[src/rtl/baud_gen_frac.sv]
// Fractional baud generator: rx_tick every act_int(+carry) clocks, tx_tick every 16/8 rx_ticks.
// Registered strobes, first rx_tick act_int clocks after enable; no backpressure, free-running while enabled.
module baud_gen_frac #(
  parameter int DIV_W  = 16,
  parameter int FRAC_W = 4
) (
  input  logic              clk,
  input  logic              rst_n,
  input  logic              i_en,
  input  logic [DIV_W-1:0]  i_div_int,
  input  logic [FRAC_W-1:0] i_div_frac,
  input  logic              i_osr_sel,
  output logic              rx_tick,
  output logic              tx_tick,
  output logic              o_cfg_err
);

  logic [DIV_W-1:0]  act_int;
  logic [FRAC_W-1:0] act_frac;
  logic              act_osr;
  logic [DIV_W-1:0]  cnt;
  logic [FRAC_W-1:0] acc;
  logic              carry;
  logic [3:0]        os_cnt;

  logic              cfg_bad;
  logic              run;
  logic [DIV_W:0]    last_cnt;
  logic [3:0]        os_last;
  logic              wrap;
  logic              bit_end;
  logic [FRAC_W:0]   acc_sum;

  assign cfg_bad  = (act_int < DIV_W'(2));
  assign run      = i_en && !cfg_bad;
  // P-1 computed one bit wider so act_int = 2^DIV_W-1 plus carry cannot overflow
  assign last_cnt = {1'b0, act_int} + {{DIV_W{1'b0}}, carry} - {{DIV_W{1'b0}}, 1'b1};
  assign os_last  = act_osr ? 4'd7 : 4'd15;
  assign wrap     = run && ({1'b0, cnt} == last_cnt);
  assign bit_end  = wrap && (os_cnt == os_last);
  assign acc_sum  = {1'b0, acc} + {1'b0, act_frac};

  // Shadows track the inputs while idle or misconfigured, otherwise only at period/bit boundaries
  always_ff @(posedge clk or negedge rst_n) begin
    if (!rst_n) begin
      act_int  <= '0;
      act_frac <= '0;
      act_osr  <= 1'b0;
    end else if (!run) begin
      act_int  <= i_div_int;
      act_frac <= i_div_frac;
      act_osr  <= i_osr_sel;
    end else begin
      if (wrap) begin
        act_int  <= i_div_int;
        act_frac <= i_div_frac;
      end
      if (bit_end) begin
        act_osr <= i_osr_sel;
      end
    end
  end

  always_ff @(posedge clk or negedge rst_n) begin
    if (!rst_n) begin
      cnt     <= '0;
      acc     <= '0;
      carry   <= 1'b0;
      os_cnt  <= '0;
      rx_tick <= 1'b0;
      tx_tick <= 1'b0;
    end else if (!run) begin
      cnt     <= '0;
      acc     <= '0;
      carry   <= 1'b0;
      os_cnt  <= '0;
      rx_tick <= 1'b0;
      tx_tick <= 1'b0;
    end else begin
      rx_tick <= wrap;
      tx_tick <= bit_end;
      if (wrap) begin
        cnt          <= '0;
        {carry, acc} <= acc_sum;
        os_cnt       <= (os_cnt == os_last) ? 4'd0 : os_cnt + 4'd1;
      end else begin
        cnt <= cnt + {{(DIV_W-1){1'b0}}, 1'b1};
      end
    end
  end

  always_ff @(posedge clk or negedge rst_n) begin
    if (!rst_n) begin
      o_cfg_err <= 1'b1;
    end else begin
      o_cfg_err <= cfg_bad;
    end
  end

endmodule

[config.mk]
export PLATFORM = sky130hd
export DESIGN_NAME = baud_gen_frac
export DESIGN_NICKNAME = d
export VERILOG_FILES = /design/src/rtl/baud_gen_frac.sv
export SDC_FILE = /design/constraint.sdc
export NUM_CORES = 1
export LEC_CHECK = 0
export BUFFER_PORTS_ARGS = -buffer_cell sky130_fd_sc_hd__buf_2
export CAP_MARGIN = 20
export CORE_MARGIN = 4
export CORE_UTILIZATION = 64
export DETAILED_ROUTE_END_ITERATION = 6
export PLACE_DENSITY_LB_ADDON = 0.2
export SLEW_MARGIN = 40
export SYNTH_ARGS = -nofsm -noshare
export SYNTH_HDL_FRONTEND = slang
export SYNTH_SLANG_ARGS = --single-unit
[constraint.sdc]
create_clock -name clk -period 4.75 [get_ports clk]
set_input_delay 0.2375 -clock clk [delete_from_list [all_inputs] [get_ports clk]]
set_output_delay 0.2375 -clock clk [all_outputs]
set_load 0.1 [all_outputs]
# Word level (Yosys, flattened, before mapping)
# Cells that the tools add are included.
# word_totals
reg_bits	49
inputBits	24
out_inout_bits	3
word_cells	42
# classes
addsub	5
magnitude_cmp	1
eq_ne	4
muxes	18
reduce_logical	4
# ops
operator	n
2-to-1 mux 16 bit	4
2-to-1 mux 4 bit	8
adder 16 x 1 -> 17 bit	1
== test 16 x 17 -> 1 bit	1
subtractor 17 x 1 -> 17 bit (second input constant)	1
adder 16 x 1 -> 16 bit (second input constant)	1
less-than comparator 16 x 2 -> 1 bit (second input constant)	1
2-to-1 mux 1 bit	6
adder 4 x 4 -> 5 bit	1
adder 4 x 1 -> 4 bit (second input constant)	1
== test 4 bit	1
!= test 2 x 1 -> 1 bit (second input constant)	2
logical AND 1 bit	3
logical NOT 1 bit	1

# Longest topological paths before layout
# Gate-level depths: netlist (run 1).
# depth
ltp_word	7
ltp_mapped	13
ltp_nobuf	10

# Least setup slack after synthesis (run 1)
# Ideal clock, no wire load.
# synth_timing
path_type	register to register
start	register act_int[0]
end	register act_int[10]
setup_ns	0.125
arrival_time_ns	2.523
t_required_ns	4.625
path_slack_ns	2.102
path_stages_with_launch	12
n_path_buf	2
synth_period_minus_slack_ns	2.648
cell_sequence	dfrtp_1 -> inv_1 -> ha_1 -> ha_1 -> buf_1 -> inv_1 -> or4_4 -> o21ai_2 -> nand4b_4 -> nand2_4 -> buf_8 -> mux2_4
# synth_between
elab_chain_cells	5
word_cells_on_any_way	9
classes_between	2 x add/sub; 1 x order compare; 2 x eq/ne; 1 x mux; 3 x reduce/logical
# synth_lines
item	line_no	text
start: declaration	18	logic [DIV_W-1:0] act_int;
start signal: assignment	50	act_int <= i_div_int;
start signal: assignment	55	act_int <= i_div_int;
adder 16 x 1 -> 17 bit or less-than comparator 16 x 2 -> 1 bit (tied branches)	37, 34	
subtractor 17 x 1 -> 17 bit or logical NOT 1 bit (tied branches)	37, 35	
== test 16 x 17 -> 1 bit or logical AND 1 bit (tied branches)	39, 35	
logical AND 1 bit	39	assign wrap = run && ({1'b0, cnt} == last_cnt);
!= test 2 x 1 -> 1 bit (no line)	--	
# Several ways; a longest one is shown, not always the timed one.
# A chain may end at the register's enable or synchronous reset.

# Worst setup path in the final report (run 1)
# layout_timing
start	register carry
end	register act_frac[1]
# layout_between
elab_chain_cells	5
# layout_lines
item	line_no	text
start: declaration	23	logic carry;
start signal: assignment	84	{carry, acc} <= acc_sum;
adder 16 x 1 -> 17 bit	37	assign last_cnt = {1'b0, act_int} + {{DIV_W{1'b0}}, carry} - {{DIV_W{1'b0}}, 1'b1};
subtractor 17 x 1 -> 17 bit	37	
== test 16 x 17 -> 1 bit	39	
logical AND 1 bit	39	
!= test 2 x 1 -> 1 bit (no line)	--	
end signal: assignment	51	act_frac <= i_div_frac;
end signal: assignment	56	act_frac <= i_div_frac;
end: declaration	19	logic [FRAC_W-1:0] act_frac;
# Every way passes these cells.

==> flow_metrics.env, run 1 <==
export IMPL_status="completed"
export IMPL_critPathMaxStageDelay_ps=500
export IMPL_path_clk_slew_ps=80
export IMPL_slew_violations=0
export IMPL_dieHeight_um=75.5
export IMPL_dp_cells=342
export IMPL_cpLargestDelayFamily="simple AND/OR/NAND/NOR gates"
export IMPL_avgViaCountPerCell=6.11
export IMPL_diodes=0
export IMPL_regToRegEndpoint="act_frac[1]"
export IMPL_dr_max_layer_used="met4"
export IMPL_async_reset_ff_share_pct=100
export IMPL_ant_nets=0
export IMPL_synthesis_area_um2=2920
export IMPL_row_count=24
export IMPL_die_area_um2=5700
export IMPL_p_per_area_nw_per_um2=287
export IMPL_min_path_type="in -> reg"
export IMPL_ctsHtreeMaxLevel=2
export IMPL_routedLengthMet1_um=2680
export IMPL_vdd_drop_max_uv=183
export IMPL_fin_tns_setup_ps=0
export IMPL_port_buffers=26
export IMPL_worst_path_max_delay_cell="nand2_4"
export IMPL_r2r_start="carry"
export IMPL_ys_types=52
export IMPL_end_kind="flip-flop"
export IMPL_total_power_mw=0.909
export IMPL_antenna_found_initial=0
export IMPL_utilization_pct=72.1
export IMPL_yosysTopAreaCellShare_pct=41.2
export IMPL_ios=27
export IMPL_instances_no_fill=351
export IMPL_clock_root_buffer="clkbuf_8"
export IMPL_wl_met3_um=258
export IMPL_yosysSeqAreaShare_pct=42.1
export IMPL_coreArea_um2=4380
export IMPL_timing_final_crit_period_ps=3330
export IMPL_grt_overflow_total=0
export IMPL_areaGrowthSynthToFinish_pct=8.41
export IMPL_cts_resized=0
export IMPL_maxCapViolations=0
export IMPL_hold_viol=0
export IMPL_fin_skew_ps=7.41
export IMPL_post_synth_cell_area_avg_um2=10.4
export IMPL_worstPathArrival_ps=3520
export IMPL_crit_chain="inv_1 -> ha_1 -> ha_1 -> inv_1 -> nor3_1 -> a31oi_1 -> nor4b_4 -> nand4b_4 -> nand2_4 -> mux2_2"
export IMPL_critPathLaunch="carry"
export IMPL_layout_common_cells="dfrtp_1, nor2_1, xnor2_1"
export IMPL_cp_data_required_time_ps=4940
export IMPL_cp_start_kind="flip-flop"
export IMPL_synth_warnings=0
export IMPL_postCtsSetupBuffers=0
export IMPL_grt_pass1_wl_um=9600
export IMPL_synthFlopType="dfrtp_1"
export IMPL_dr_wl_met2_um=2790
export IMPL_route_detailed_drc=0
export IMPL_path_buf_inv=2
export IMPL_period_share_pct=70.1
export IMPL_first_global_vias=2083
export IMPL_synth_top_area_cell="dfrtp_1"
export IMPL_slew_headroom_pct=59.8
export IMPL_postSynthCellCount=279
export IMPL_grtUsageTotal_pct=22.4
export IMPL_tightest_slew_ps=599
export IMPL_crit_type="reg -> reg"
export IMPL_clk_latency_ps=300
export IMPL_final_common_cell="dfrtp_1"
export IMPL_cts_tree="done"
export IMPL_num_vias=2144
export IMPL_max_freq_mhz=300
export IMPL_rr_worst_depth=10
export IMPL_synth_seq_cells=49
export IMPL_r2r_slack_ps=1420
export IMPL_dp_hpwl_um=4290
export IMPL_grt_max_degree=50
export IMPL_synth_edf_count=0
export IMPL_drive_gt1_share_pct=21.4
export IMPL_synth_area_leaders="dfrtp_1, xnor2_1, mux2_4"
export IMPL_endpoint="act_frac[1]"
export IMPL_ctsLongestPathBuffers=2
export IMPL_rsz0062_at_grt="no"
export IMPL_drt_pass1_iterations=4
export IMPL_wl_per_cell_um=16.7
export IMPL_cp_depth=10
export IMPL_p_leak_nw=1.38
export IMPL_drt_initial_drc_count=179
export IMPL_cts_sinks=49
export IMPL_drt_total_wl_um=5870
export IMPL_syn_nets=312
export IMPL_die_w_um=75.5
export IMPL_hold_start="i_div_int[1]"
export IMPL_num_nets_final=331
export IMPL_hold_ws_ps=152
export IMPL_place_gp_congestion=1.02
export IMPL_finalSetupViolations=0
export IMPL_initial_core_util_pct=66.5
export IMPL_cts_buffers=5
export IMPL_crit_fanout=35
## flip-flops by register name, indices dropped and copies added, names as in the netlist, 4 cells and up
signal / flops
act_frac: 4
os_cnt: 4
act_int: 16
cnt: 16
acc: 4
## logic make-up (layout without fill, tap and decap cells)
group / count (synthesis) / in the layout / share of synthesized area [%]
and+or+nand+nor: 109 / 109 / 21.8
xor gates and xnor gates: 40 / 40 / 12.0
buffers and inverters: 21 / 41 / 3.61
adders and majority gates: 9 / 9 / 4.12
AOI/OAI and AO/OA: 33 / 33 / 8.11
muxes: 18 / 18 / 8.20
DFF: 49 / 49 / 42.1
## layer usage
layer | track usage, % | vias to the layer above
li1 | - | 1028
met1 | 29.6 | 1048
met2 | 36.7 | 53
met3 | 3.96 | 15
met4 | 8.54 | 0
met5 | 0 | -
## power by group
| group | switching, mW | total [mW] | internal, mW |
|---|---|---|---|
| combinational | 0.0672 | 0.134 | 0.0669 |
| sequential | 0.0331 | 0.469 | 0.436 |
| clock | 0.133 | 0.305 | 0.172 |
## synth_stat cells (7+ instances only)
master	n
nand3_1	20
nand2_1	13
nor4_1	7
clkbuf_1	8
o21ai_0	7
xor2_1	14
mux2_4	10
nor3_1	8
mux2_2	7
dfrtp_1	48
xnor2_1	26
ha_1	8
nor2_1	27
nand4_1	9
## cell type report
class	count	area [µm²]
clock inverters	1	30.0
multi-input cells	209	1580
inverters	5	18.8
repair buffers	28	150
fillers	320	1220
clock buffers	7	86.3
well taps	52	65.1
flip-flops and latches	49	1230
## through the flow
stage / setup WS (ps) / cell area (µm²)
floorplan: 2100 / 2920
global placement: 1510 / 3030
detailed placement: 1450 / 3030
CTS: 1410 / 3160
global route: 1160 / 3160
finish: 1420 / 3160
## worst register-to-register path, stage by stage (launching register included)
cell,delay (ps)
dfrtp_1,390
inv_1,70
ha_1,190
ha_1,380
inv_1,170
nor3_1,200
a31oi_1,190
nor4b_4,400
nand4b_4,340
nand2_4,500
mux2_2,400
## worst min-delay path by stage
| stage | end | slack [ps] | depth (start not counted) |
|---|---|---|---|
| after floorplan | acc[0] | -60 | 0 |
| after detailed placement | act_int[12] | 280 | 1 |
| after CTS | act_int[1] | 150 | 2 |
| final | act_int[1] | 150 | 2 |
| after global routing | act_int[6] | 140 | 2 |
| after global placement | act_int[15] | 460 | 2 |
## timing repair
| action | CTS | global route |
|---|---|---|
| endpoints found under the setup margin | 0 | 0 |
| hold buffers | 1 | 0 |
| hold endpoints to repair | 48 | 0 |
Power figures use the tool's default switching activity.
==> inputs of run 2 (changes only) <==
- CORE_UTILIZATION: 64 -> 59
- clock period: 4.75 -> 3.4 ns (I/O delays scaled with it)
==> flow_metrics.env, run 2 (synthesis gave the netlist of run 1 again) <==
export IMPL_cp_data_required_time_ps=3590
export IMPL_ctsHtreeMaxLevel=2
export IMPL_path_clk_slew_ps=80
export IMPL_port_buffers=26
export IMPL_status="completed"
export IMPL_fin_area_um2=3190
export IMPL_rr_worst_depth=10
export IMPL_crit_type="reg -> reg"
export IMPL_num_vias=2079
export IMPL_dieHeight_um=78.3
export IMPL_areaGrowthSynthToFinish_pct=9.31
export IMPL_fin_skew_ps=6.42
export IMPL_crit_fanout=29
export IMPL_diodes=0
export IMPL_tightest_slew_ps=591
export IMPL_avgViaCountPerCell=5.63
export IMPL_route_detailed_drc=0
export IMPL_maxCapViolations=0
export IMPL_postCtsSetupBuffers=0
export IMPL_fin_tns_setup_ps=0
export IMPL_grt_pass1_wl_um=10100
export IMPL_initial_core_util_pct=61.3
export IMPL_num_nets_final=334
export IMPL_cts_sinks=49
export IMPL_slew_violations=0
export IMPL_die_area_um2=6130
export IMPL_end_kind="flip-flop"
export IMPL_timing_final_crit_period_ps=2930
export IMPL_antenna_found_initial=0
export IMPL_hold_start="i_div_int[5]"
export IMPL_finalSetupViolations=0
export IMPL_critPathLaunch="act_int[0]"
export IMPL_top_regs="act_int (16), cnt (16)"
export IMPL_cts_hold_buffers=1
export IMPL_grt_overflow_total=0
export IMPL_p_leak_nw=1.39
export IMPL_drt_initial_drc_count=185
export IMPL_max_freq_mhz=342
export IMPL_period_share_pct=86.0
export IMPL_r2r_slack_ps=470
export IMPL_cts_buffers=5
export IMPL_slew_headroom_pct=60.3
export IMPL_first_global_vias=2060
export IMPL_r2r_start="act_int[0]"
export IMPL_regToRegEndpoint="act_int[2]"
export IMPL_grtUsageTotal_pct=20.5
export IMPL_cts_tree="done"
export IMPL_final_common_cell="dfrtp_1"
export IMPL_utilization_pct=67.0
export IMPL_clk_latency_ps=300
export IMPL_clock_root_buffer="clkbuf_8"
export IMPL_drt_total_wl_um=5620
export IMPL_drive_gt1_share_pct=22.5
export IMPL_place_gp_congestion=0.920
export IMPL_p_per_area_nw_per_um2=380
export IMPL_dp_hpwl_um=4120
export IMPL_hold_end="act_int[5]"
export IMPL_ios=27
export IMPL_rsz0062_at_grt="no"
export IMPL_wl_per_cell_um=15.2
export IMPL_cp_start_kind="flip-flop"
export IMPL_post_dp_cell_area_um2=3080
export IMPL_vdd_drop_max_uv=268
export IMPL_worstPathArrival_ps=3110
export IMPL_hold_viol=0
export IMPL_layout_common_cells="dfrtp_1, nor2_1, xnor2_1"
export IMPL_holdPathStages=2
export IMPL_coreArea_um2=4750
export IMPL_cts_resized=0
export IMPL_min_path_type="in -> reg"
export IMPL_die_w_um=78.3
export IMPL_row_count=25
export IMPL_ant_nets=0
export IMPL_grt_max_degree=50
export IMPL_ctsLongestPathBuffers=2
export IMPL_drt_pass1_iterations=6
-- run 2: changes by cell type in the layout (fill, tap and decap cells not counted), sizes merged --
cell    previous run  this run
clkinv             0         1
buf               27        30
bufinv             1         0
-- run 2: worst max path at each step --
stage | cells past startpoint | slack (ps) | end
final | 10 | 470 | act_int[2]
after global routing | 10 | 190 | act_frac[1]
after CTS | 9 | 470 | act_int[2]
after detailed placement | 9 | 480 | act_int[2]
after global placement | 9 | 560 | act_int[0]
after floorplan | 11 | 750 | act_int[10]
-- run 2: metal layers --
metal	global-route usage, %	up-vias	wire length, µm
li1	-	1038	-
met1	29.0	982	2720
met2	32.2	51	2600
met3	3.33	8	246
met4	6.47	0	45
met5	0	-	0
-- run 2: final cells by class --
cell class	count	area, µm²
clock buffer	7	96.3
clock inverter	1	5.00
fill	392	1570
inverter	5	18.8
multi-input combinational	209	1580
sequential	49	1230
tap	67	83.8
timing repair buffer	31	173
-- run 2: critical path: stages (launching register included) --
cell and delay [ps]:
dfrtp_1 380, inv_1 60, ha_1 190, ha_1 350, inv_1 150, nor3_1 190, a31oi_1 180, nor4b_4 390
nand4b_4 150, nand2_4 370, mux2_2 390
-- run 2: where the power goes --
part,switching [mW],internal [mW],total (mW)
logic,0.0897,0.0953,0.185
registers,0.0460,0.609,0.655
clock network,0.185,0.184,0.369
-- run 2: stage by stage --
step           setup WS [ps]  power (mW)  hold slack (ps)  instances
3_5_place_dp             483       0.850              221        360
2_1_floorplan            752       0.795             -126        279
3_3_place_gp             561       0.846              398        360
4_1_cts                  467        1.22             78.2        369
6_report                 474        1.21             88.0        369
5_1_grt                  194        1.28             82.9        369
==> inputs of run 3 (changes only) <==
- ABC_AREA: not set -> 1
==> flow_metrics.env, run 3 <==
export IMPL_status="completed"
export IMPL_cp_depth=16
export IMPL_ys_types=34
export IMPL_fin_tns_setup_ps=0
export IMPL_yosysSeqAreaShare_pct=41.3
export IMPL_die_w_um=79
export IMPL_cp_data_required_time_ps=3600
export IMPL_synth_area_leaders="dfrtp_1, nand2_1, nand3_1"
export IMPL_grtUsageTotal_pct=21.4
export IMPL_min_path_type="in -> reg"
export IMPL_antenna_found_initial=0
export IMPL_grt_pass1_wl_um=10700
export IMPL_hold_ws_ps=59.4
export IMPL_synth_edf_count=0
export IMPL_post_synth_cell_area_avg_um2=7.55
export IMPL_crit_type="reg -> reg"
export IMPL_cpLargestDelayFamily="simple AND/OR/NAND/NOR gates"
export IMPL_wl_met3_um=272
export IMPL_max_freq_mhz=395
export IMPL_synth_top_area_cell="dfrtp_1"
export IMPL_cts_tree="done"
export IMPL_clk_latency_ps=300
export IMPL_regToRegEndpoint="cnt[15]"
export IMPL_grt_overflow_total=0
export IMPL_worstPathArrival_ps=2730
export IMPL_period_share_pct=74.4
export IMPL_drt_initial_drc_count=178
export IMPL_r2r_start="act_int[0]"
export IMPL_syn_nets=427
export IMPL_cts_buffers=5
export IMPL_final_common_cell="nand2_1"
export IMPL_port_buffers=26
export IMPL_p_per_area_nw_per_um2=365
export IMPL_worst_path_max_delay_cell="dfrtp_1"
export IMPL_wl_per_cell_um=11.8
export IMPL_vdd_drop_max_uv=241
export IMPL_endpoint="cnt[15]"
export IMPL_slew_violations=0
export IMPL_synth_common_cells="nand2_1, nor2_1, dfrtp_1"
export IMPL_yosysTopAreaCellShare_pct=40.4
export IMPL_p_leak_nw=1.69
export IMPL_slew_headroom_pct=59.5
export IMPL_ctsLongestPathBuffers=2
export IMPL_grt_max_degree=50
export IMPL_drive_gt1_share_pct=12.4
export IMPL_dr_wl_met2_um=2650
export IMPL_layout_common_cells="nand2_1, nor2_1, dfrtp_1"
export IMPL_setup_ws_ps=869
export IMPL_dr_max_layer_used="met4"
export IMPL_path_buf_inv=2
export IMPL_critPathLaunch="act_int[0]"
export IMPL_yosysMostFrequentCell="nand2_1"
export IMPL_clock_root_buffer="clkbuf_8"
export IMPL_dieHeight_um=79
export IMPL_cts_resized=0
export IMPL_dp_hpwl_um=4330
export IMPL_areaGrowthSynthToFinish_pct=9.05
export IMPL_finalSetupViolations=0
export IMPL_routedLengthMet1_um=2700
export IMPL_die_area_um2=6240
export IMPL_synthFlopType="dfrtp_1"
export IMPL_ctsHtreeMaxLevel=2
export IMPL_synth_warnings=0
export IMPL_crit_fanout=45
export IMPL_num_nets_final=453
export IMPL_async_reset_ff_share_pct=100
export IMPL_path_clk_slew_ps=80
export IMPL_critPathMaxStageDelay_ps=360
export IMPL_row_count=25
export IMPL_first_global_vias=2520
export IMPL_coreArea_um2=4820
export IMPL_utilization_pct=67.3
export IMPL_cp_start_kind="flip-flop"
export IMPL_fillerInstances=435
export IMPL_cpMostUsedCell="nand2_1"
export IMPL_drt_total_wl_um=5760
export IMPL_route_detailed_drc=0
export IMPL_ios=27
export IMPL_post_dp_cell_area_um2=3130
export IMPL_initial_core_util_pct=61.7
export IMPL_rr_worst_depth=16
export IMPL_num_vias=2499
export IMPL_fin_skew_ps=5.16
export IMPL_r2r_slack_ps=870
export IMPL_ant_nets=0
export IMPL_top_regs="act_int (16), cnt (16)"
export IMPL_end_kind="flip-flop"
export IMPL_timing_final_crit_period_ps=2530
export IMPL_crit_chain="inv_1 -> ha_1 -> ha_1 -> nand2_2 -> nor2_4 -> nand2_1 -> nand2_1 -> nand2_1 -> nor2_1 -> nand2_1 -> nor2_4 -> nand2_8 -> nand2_8 -> nor2_1 -> nand2_1 -> inv_1"
export IMPL_postSynthCellCount=394
export IMPL_diodes=0
export IMPL_synthesis_area_um2=2970
export IMPL_place_ws_ps=906
export IMPL_maxCapViolations=0
export IMPL_avgViaCountPerCell=5.12
export IMPL_tightest_slew_ps=607
export IMPL_fin_area_um2=3240
export IMPL_cts_sinks=49
export IMPL_synth_seq_cells=49
export IMPL_place_gp_congestion=0.911
export IMPL_hold_viol=0
export IMPL_rsz0062_at_grt="no"
export IMPL_drt_pass1_iterations=4
-- run 3: changes by cell type after synthesis, sizes merged, moves of 17 or more --
cell,before,now
xnor2,26,6
nor2,27,58
nand2,14,129
mux2,17,0
nand3,20,39
inv,5,43
-- run 3: worst min-delay path by stage --
stage | cells after the start | endpoint | startpoint | slack [ps]
5_1_grt | 3 | act_int[13] | i_div_int[13] | 60
3_3_place_gp | 3 | act_int[11] | i_div_int[11] | 360
2_1_floorplan | 0 | acc[0] | rst_n | -130
4_1_cts | 3 | act_osr | i_osr_sel | 50
3_5_place_dp | 1 | cnt[0] | rst_n | 220
6_report | 3 | act_osr | i_osr_sel | 60
-- run 3: layout make-up --
cell class	count	area, µm²	area share [%]
flip-flops and latches	49	1230	37.8
well taps	67	83.8	2.58
clock inverters	1	5.00	0.154
repair buffers	27	143	4.40
clock buffers	7	96.3	2.97
inverters	44	165	5.09
multi-input cells	293	1520	47.0
-- run 3: cells by family after synthesis --
group	count (synthesis)	share of synthesized area (%)
flip-flops	49	41.3
adder cells (fa/ha/maj)	9	4.04
AND/OR/NAND/NOR	243	37.4
XOR/XNOR	20	5.89
AO/OA/AOI/OAI	21	3.83
buffers and inverters	52	7.53
-- run 3: routing by layer --
layer | up-vias | GRT usage (%)
met5 | - | 0
met4 | 0 | 10.7
met3 | 15 | 3.63
met2 | 53 | 34.3
met1 | 1148 | 27.9
li1 | 1283 | -
-- run 3: power breakdown --
| group | leakage (nW) | switching [mW] | total, mW | internal [mW] |
|---|---|---|---|---|
| registers | 0.640 | 0.0291 | 0.637 | 0.607 |
| logic | 0.998 | 0.114 | 0.181 | 0.0668 |
| clock network | 0.0542 | 0.183 | 0.367 | 0.184 |
| total | 1.69 | 0.326 | 1.18 | 0.858 |
-- run 3: through the flow --
stage	total power [mW]	std cells
2_1_floorplan	0.776	394
3_3_place_gp	0.823	479
3_5_place_dp	0.829	479
4_1_cts	1.20	488
5_1_grt	1.26	488
6_report	1.18	488
-- run 3: repair_timing --
action / in CTS / in global routing
setup endpoints to repair: 0 / 0
hold endpoints to repair: 48 / 0
setup buffers: 0 / 0
hold buffers: 1 / 0
-- run 3: worst reg2reg max path, delay by kind of cell (launching register included) --
| family | cells | cell delay, ps |
|---|---|---|
| AND/OR/NAND/NOR | 12 | 1380 |
| adder cells (fa/ha/maj) | 2 | 580 |
| buffers and inverters | 2 | 110 |
| flip-flops | 1 | 360 |
